## src/rtl/maxpool_window_sequencer.sv

```systemverilog
// 2x2 stride-2 max-pool window sequencer: buffers the upper row of each row
// pair and presents completed windows to the pooling unit over valid/ready.
module maxpool_window_sequencer #(
   parameter int DATA_W = 16,
   parameter int IMG_W  = 32,
   parameter int IMG_H  = 32
) (
   input  logic              clk,
   input  logic              reset,
   input  logic              start,
   input  logic              in_valid,
   input  logic [DATA_W-1:0] in_data,
   output logic              in_ready,
   output logic              win_valid,
   input  logic              win_ready,
   output logic [DATA_W-1:0] win_p0,
   output logic [DATA_W-1:0] win_p1,
   output logic [DATA_W-1:0] win_p2,
   output logic [DATA_W-1:0] win_p3,
   output logic              win_last,
   output logic              busy,
   output logic              frame_done
);

   localparam int COL_W = (IMG_W > 1) ? $clog2(IMG_W) : 1;
   localparam int ROW_W = (IMG_H > 1) ? $clog2(IMG_H) : 1;

   localparam logic [COL_W-1:0] COL_LAST = COL_W'(IMG_W - 1);
   localparam logic [ROW_W-1:0] ROW_LAST = ROW_W'(IMG_H - 1);

   localparam logic [1:0] S_IDLE  = 2'd0;
   localparam logic [1:0] S_ROW   = 2'd1;
   localparam logic [1:0] S_DRAIN = 2'd2;
   localparam logic [1:0] S_DONE  = 2'd3;

   logic [1:0]        state;
   logic [ROW_W-1:0]  row_cnt;
   logic [COL_W-1:0]  col_cnt;
   logic [DATA_W-1:0] hold;
   logic [DATA_W-1:0] row_buf [IMG_W];

   logic odd_row;
   logic odd_col;
   logic last_pixel;
   logic xfer;
   logic win_take;
   logic win_load;
   logic [COL_W-1:0] left_col;

   assign odd_row    = row_cnt[0];
   assign odd_col    = col_cnt[0];
   assign last_pixel = (row_cnt == ROW_LAST) && (col_cnt == COL_LAST);
   assign left_col   = {col_cnt[COL_W-1:1], 1'b0};

   // A completing pixel may only enter when the window slot is free or
   // being freed this cycle; otherwise the pending window would be lost.
   assign in_ready = (state == S_ROW) &&
                     !(odd_row && odd_col && win_valid && !win_ready);

   assign xfer     = in_valid && in_ready;
   assign win_take = win_valid && win_ready;
   assign win_load = xfer && odd_row && odd_col;

   assign busy       = (state == S_ROW) || (state == S_DRAIN);
   assign frame_done = (state == S_DONE);

   // NOTE: sequential state is assigned with <= so every register samples
   // pre-edge values; blocking assignments here would create ordering races.
   always_ff @(posedge clk) begin
      if (reset) begin
         state   <= S_IDLE;
         row_cnt <= '0;
         col_cnt <= '0;
      end else begin
         case (state)
            S_IDLE: begin
               if (start) begin
                  row_cnt <= '0;
                  col_cnt <= '0;
                  state   <= S_ROW;
               end
            end
            S_ROW: begin
               if (xfer) begin
                  if (col_cnt == COL_LAST) begin
                     col_cnt <= '0;
                     row_cnt <= row_cnt + 1'b1;
                  end else begin
                     col_cnt <= col_cnt + 1'b1;
                  end
                  if (last_pixel) state <= S_DRAIN;
               end
            end
            S_DRAIN: begin
               if (win_take && win_last) state <= S_DONE;
            end
            default: state <= S_IDLE;
         endcase
      end
   end

   always_ff @(posedge clk) begin
      if (reset) begin
         hold      <= '0;
         win_valid <= 1'b0;
         win_last  <= 1'b0;
         win_p0    <= '0;
         win_p1    <= '0;
         win_p2    <= '0;
         win_p3    <= '0;
      end else begin
         if (xfer && odd_row && !odd_col) hold <= in_data;

         if (win_load) begin
            win_p0    <= row_buf[left_col];
            win_p1    <= row_buf[col_cnt];
            win_p2    <= hold;
            win_p3    <= in_data;
            win_valid <= 1'b1;
            win_last  <= last_pixel;
         end else if (win_take) begin
            win_valid <= 1'b0;
            win_last  <= 1'b0;
         end
      end
   end

   // NOTE: the row buffer has no reset; every entry is written on the even
   // row before it is read, so resetting it would only cost logic.
   always_ff @(posedge clk) begin
      if (xfer && !odd_row) row_buf[col_cnt] <= in_data;
   end

endmodule

```

## config.mk

```make
export PLATFORM = sky130hd
export DESIGN_NAME = maxpool_window_sequencer
export DESIGN_NICKNAME = d
export VERILOG_FILES = /design/src/rtl/maxpool_window_sequencer.sv
export SDC_FILE = /design/constraint.sdc
export NUM_CORES = 1
export LEC_CHECK = 0
export CAP_MARGIN = 30
export CELL_PAD_IN_SITES_DETAIL_PLACEMENT = 0
export CELL_PAD_IN_SITES_GLOBAL_PLACEMENT = 1
export CORE_ASPECT_RATIO = 0.5
export CORE_UTILIZATION = 49
export CTS_CLUSTER_SIZE = 16
export DETAILED_ROUTE_END_ITERATION = 8
export DONT_BUFFER_PORTS = 1
export PLACE_DENSITY_LB_ADDON = 0.25
export SLEW_MARGIN = 20
export SYNTH_ARGS = -nofsm -noshare
export SYNTH_HDL_FRONTEND = slang
export SYNTH_SLANG_ARGS = --single-unit
export TNS_END_PERCENT = 1
```

## constraint.sdc

```tcl
create_clock -name clk -period 2.69 [get_ports clk]
set_input_delay 0.269 -clock clk [delete_from_list [all_inputs] [get_ports clk]]
set_output_delay 0.269 -clock clk [all_outputs]
set_load 0.01 [all_outputs]
```

Word-level counts from Yosys, hierarchy flattened. Memory sizes are Yosys's and may differ from the RTL's. A register that Yosys moved wholly into a read port is not among the register bits. Index checks and enable logic that the tools add are counted.

Eq/ne operators: 10. Add/subtract/negate cells: 2. Multiplexer cells: 17. Reduce and logical (&&, ||, !) cells: 23.

Operators by type and width (count): 5-bit two-way mux (5); 5-bit one-hot mux with 2 select lines (2); 1-bit logical AND (12); 5-bit by 1-bit adder with 5-bit output (second input constant) (2); 5-bit equality test (second input constant) (2); 2-bit two-way mux (4); 2-bit inequality test (second input constant) (4); 4-bit AND reduction (2); 2-bit one-hot mux with 3 select lines (1); 1-bit two-way mux (5); 2-bit equality test (second input constant) (2); 1-bit zero test (4); 2-bit nonzero test (2); 3-bit AND reduction (1); 2-bit by 1-bit equality test with 1-bit output (second input constant) (1); 2-bit zero test (1); 2-bit by 1-bit inequality test with 1-bit output (second input constant) (1); 1-bit logical OR (1).

Input bits: 21. Output and inout port bits: 69. Memories kept: 1. RAM bits: 512. Logic and storage cells: 61. Flip-flop bits (word level): 62.

Memories: row_buf (words 32, width 16, read ports 2, clocked after memory_dff 2, wr ports 1, line 40) `logic [DATA_W-1:0] row_buf [IMG_W];`.

Depth between registers and ports, before layout.
Depth in word-level cells: 9. Depth in mapped cells: 9. Depth with buffers taken out: 6.

Least setup slack after synthesis. Ideal clock, no wire load.

Path type: reg-to-reg. Start point: reg state[1]. End point: mem row_buf[0][0] (enable). Data required time: 2.301 ns. Path slack: 0.171 ns. Library setup time: 0.389 ns. Clock period less this slack: 2.519 ns. Stages on the path, launching flop included: 8. Arrival time: 2.130 ns. Buffers on the path: 1. Cell sequence: dfxtp_1 > inv_1 > ha_1 > clkbuf_1 > and2_1 > nor2b_1 > nand2_1 > nor2_1.

Longest elaborated chain between the ends: 6.

RTL lines: start, declared (line 36) `logic [1:0] state;`; start signal, assigned (line 71) `state <= S_IDLE;`; start signal, assigned (line 80) `state <= S_ROW;`; start signal, assigned (line 91) `if (last_pixel) state <= S_DRAIN;`; 2-bit by 1-bit equality test with 1-bit output (line 57) `assign in_ready = (state == S_ROW) &&`; 1-bit logical AND (line 57); 1-bit logical AND (line 60) `assign xfer = in_valid && in_ready;`; 1-bit logical AND (line 131) `if (xfer && !odd_row) row_buf[col_cnt] <= in_data;`; 1-bit two-way mux (line 131); 1-bit two-way mux (not written as such) (line 131); end, declared (line 40).

No other way between the ends.

Worst setup path after layout.
Start point: reg state[1]. End point: reg win_p3[1].

Longest elaborated chain between the ends: 5.

RTL lines: 2-bit by 1-bit equality test with 1-bit output (line 57); 1-bit logical AND (line 57); 1-bit logical AND (line 60); 1-bit logical AND (2 in series) (line 62) `assign win_load = xfer && odd_row && odd_col;`; end signal, assigned (line 118) `win_p3 <= in_data;`; end, declared (line 19) `output logic [DATA_W-1:0] win_p3,`.

No other way between the ends. A chain may end at the register's enable or synchronous reset.

==> results_dict.tcl <==
set metrics [dict create \
    vdd_ir_drop_max_mv 0.508 \
    die_area_um2 49600 \
    first_pass_iters 7 \
    crit_path_end_kind "register" \
    netSwitchingFraction 0.233 \
    synth_edf_count 512 \
    synth_mux_area_frac 0.120 \
    drtAntennaViolNets 0 \
    syn_area_um2 23800 \
    rsz0062_at_grt "false" \
    fin_util 0.575 \
    grt_max_degree 93 \
    cts_inserted_buffers 52 \
    dr_total_vias 14100 \
    required_ns 3.20 \
    drc_errors 0 \
    path_clk_slew_ns 0.07 \
    worst-path-max-fanout 33 \
    ios 90 \
    grt_pass1_wl_mm 94.2 \
    ys_warn_count 0 \
    grt_usage 0.266 \
    ys_ff_latch 606 \
    slew-limit-headroom 0.517 \
    crit_arrival_ns 3.09 \
    wl_per_cell_um 28.1 \
    worstReg2RegEnd "win_p3[1]$_SDFFE_PP0P_" \
    postCtsHoldBufs 21 \
    critPathLaunchType "register" \
    fin_skew_ns 0.0260 \
    synth_top_family_by_area "multiplexers" \
    synth-main-ff-cell "edfxtp_1" \
    pwr-share-comb 0.091 \
    reg2reg_slack_ns 0.11 \
    hold_depth 3 \
    power_frac_clock 0.374 \
    status "completed" \
    layout-drive-gt1-share 0.141 \
    cts_resized 0 \
    die_y_um 158 \
    setup_tns_ns 0 \
    syn_inst 1547 \
    drt_iter0_drc 1459 \
    place_inst 2207 \
    htree_levels 2 \
    die_x_um 314 \
    synthArstFlopShare 0 \
    grt_pass1_vias 13700 \
    p_int_mw 14.8 \
    worst_slew_pin_slew_ns 0.724 \
    synth_compound_area_frac 0.0654 \
    synthXorXnorAreaFrac 0 \
    hp-start "in_data[2]" \
    row_count 56 \
    max_freq_mhz 388 \
    hold_class "in -> reg" \
    p_seq_frac 0.535 \
    core_area_um2 47400 \
    r2r_start "state[1]$_SDFFE_PP0P_" \
    cts_tree "done" \
    syn_nets 1580 \
    vias_per_cell 6.06 \
    min_to "hold[2]$_SDFFE_PP0P_" \
    cap_viol_max_count 0 \
    synth_adder_area_share 0.00630 \
    dp_hpwl_mm 42.4 \
    antenna_cells 0 \
    power_density_nw_per_um2 709 \
    cts_setup_buffers 0 \
    antenna_found_initial 0 \
    fin_crit_ns 2.58 \
    p_leak_nw 8.38 \
    fin_total_pwr_mw 19.3 \
    period_share 0.959 \
    gp_congestion 0.942 \
    ys_seq_area_frac 0.724 \
    area.growth.synth_to_final_pct 14.3 \
    grt_remaining_overflow 0 \
    port_buffers 0 \
    cts_num_sinks 606 \
    startpoint "state[1]$_SDFFE_PP0P_" \
    cts.path.max_buffers 3 \
    reg2reg_depth 8 \
    routed_wl_mm 65.5 \
    cts-root-buf "clkbuf_16" \
    yosys.cell_types.count 50 \
    synth-simple-area-share 0.0605 \
    p_sw_mw 4.51 \
    final_net_count 1679 \
    critPathKind "reg -> reg" \
    slew_violations 0 \
    finalSetupViolations 0 \
    initial_core_util 0.502 \
    clkLatencyLatePin_ns 0.59 \
    fin_cells 2326 \
    hold_viol_final 0 \
    syn_area_per_cell_um2 15.4 \
]
## metal layers
metal  global-route usage  vias up  part of all wire
met5                    0        -                 0
met4               0.0602        0             0.019
met3               0.0672       93             0.090
met2                0.415      629              0.45
met1                0.375     7160              0.44
li1                     -     6207                 -
## power by group through the flow
stage | combinational, mW | sequential (mW) | clock, mW
floorplan | 1.01 | 10.5 | 0
global placement | 1.42 | 10.5 | 0
detailed placement | 1.44 | 10.5 | 0
CTS | 1.71 | 10.3 | 7.34
global route | 1.85 | 10.3 | 7.71
finish | 1.75 | 10.3 | 7.24
## flip-flops by register name, indices dropped and copies added, names as in the netlist
signal,count
col_cnt,5
win_valid,1
row_cnt,5
win_p0,16
state,2
hold,16
win_last,1
win_p3,16
row_buf,512
win_p2,16
win_p1,16
## through the flow
step | area, µm² | worst slack, ns | hold slack, ns
2_1_floorplan | 23800 | 0.171 | 0.368
3_3_place_gp | 25200 | 0.279 | 0.346
3_5_place_dp | 25200 | 0.265 | 0.349
4_1_cts | 27200 | 0.170 | 0.000263
5_1_grt | 27300 | 0.0124 | 0.00945
6_report | 27300 | 0.110 | 0.0144
## worst max path at each step
stage / to / slack [ns] / depth (start not counted)
finish: win_p3[1]$_SDFFE_PP0P_ / 0.11 / 8
global placement: win_p1[8]$_SDFFE_PP0P_ / 0.28 / 6
floorplan: row_buf[0][0]$_DFFE_PP_ / 0.17 / 7
global route: win_p3[1]$_SDFFE_PP0P_ / 0.01 / 8
CTS: win_p3[1]$_SDFFE_PP0P_ / 0.17 / 8
detailed placement: win_p1[8]$_SDFFE_PP0P_ / 0.26 / 5
## layout by cell type (no fill, tap or decap), types with 5 or more instances in the layout
master and count:
or3_1 5, dlygate4sd3_1 5, nor4_1 13, o21ai_0 9, a21oi_1 63, o22ai_1 109, clkinv_1 5, nand3_1 9
clkbuf_8 7, dfxtp_1 92, clkbuf_16 53, nand4_1 5, o21bai_1 8, a32oi_1 7, buf_12 32, mux4_2 13
nand2_1 125, clkbuf_1 14, mux2i_1 255, a211oi_1 21, buf_4 103, clkinv_2 14, inv_1 6, edfxtp_1 512
nor2_1 93, nor3_1 12, and3_1 14, ha_1 12, a311oi_1 17
## synthesized netlist by cell type (2+ instances only)
master    count  area [µm²]
or3b_1        4        35.0
nand3_1      10        50.1
o31ai_1       2        15.0
nand3b_1      3        22.5
buf_6        11         124
nor3_1       12        60.1
buf_2        33         165
edfxtp_1    512       15400
nand4_1       5        31.3
and2_1        4        25.0
o21bai_1      8        60.1
and3_1       15        93.8
nand2b_1      3        18.8
or3_1         5        31.3
nor2b_1       2        12.5
ha_1         12         150
or4_1         4        30.0
a311oi_1     17         149
nand2_1     125         469
o21ai_0      10        50.1
a31oi_1       4        25.0
a21oi_1      63         315
nor4_1       13        81.3
a32oi_1       7        61.3
mux4_2       13         293
buf_4        15         113
dfxtp_1      94        1880
mux2i_1     255        2550
inv_1         6        22.5
buf_1         5        18.8
nor2_1       93         349
nand4b_1      4        35.0
o22ai_1     109         682
a211oi_1     21         158
clkbuf_1     33         124
## cell type report
cell class,instances,area [µm²]
clock inverters,22,134
multi-input cells,837,6020
inverters,6,22.5
fillers,3586,20200
repair buffers,143,1550
well taps,638,798
flip-flops and latches,606,17300
clock buffers,74,1480
## worst max-delay path: stages, from the launching register on
cell and delay, ns:
dfxtp_1 0.36, inv_1 0.10, ha_1 0.23, and3_1 0.30, and3_4 0.50, buf_12 0.24, nand2_1 0.07, dlygate4sd3_1 0.56
a21oi_1 0.13
## cells by family (layout without fill, tap and decap cells)
kind of cell,Yosys count,after routing
fa+ha+maj,12,12
simple gates,310,310
compound gates,246,246
buf+inv,104,245
flops,606,606
mux,269,269
(Power assumes the default switching activity.)
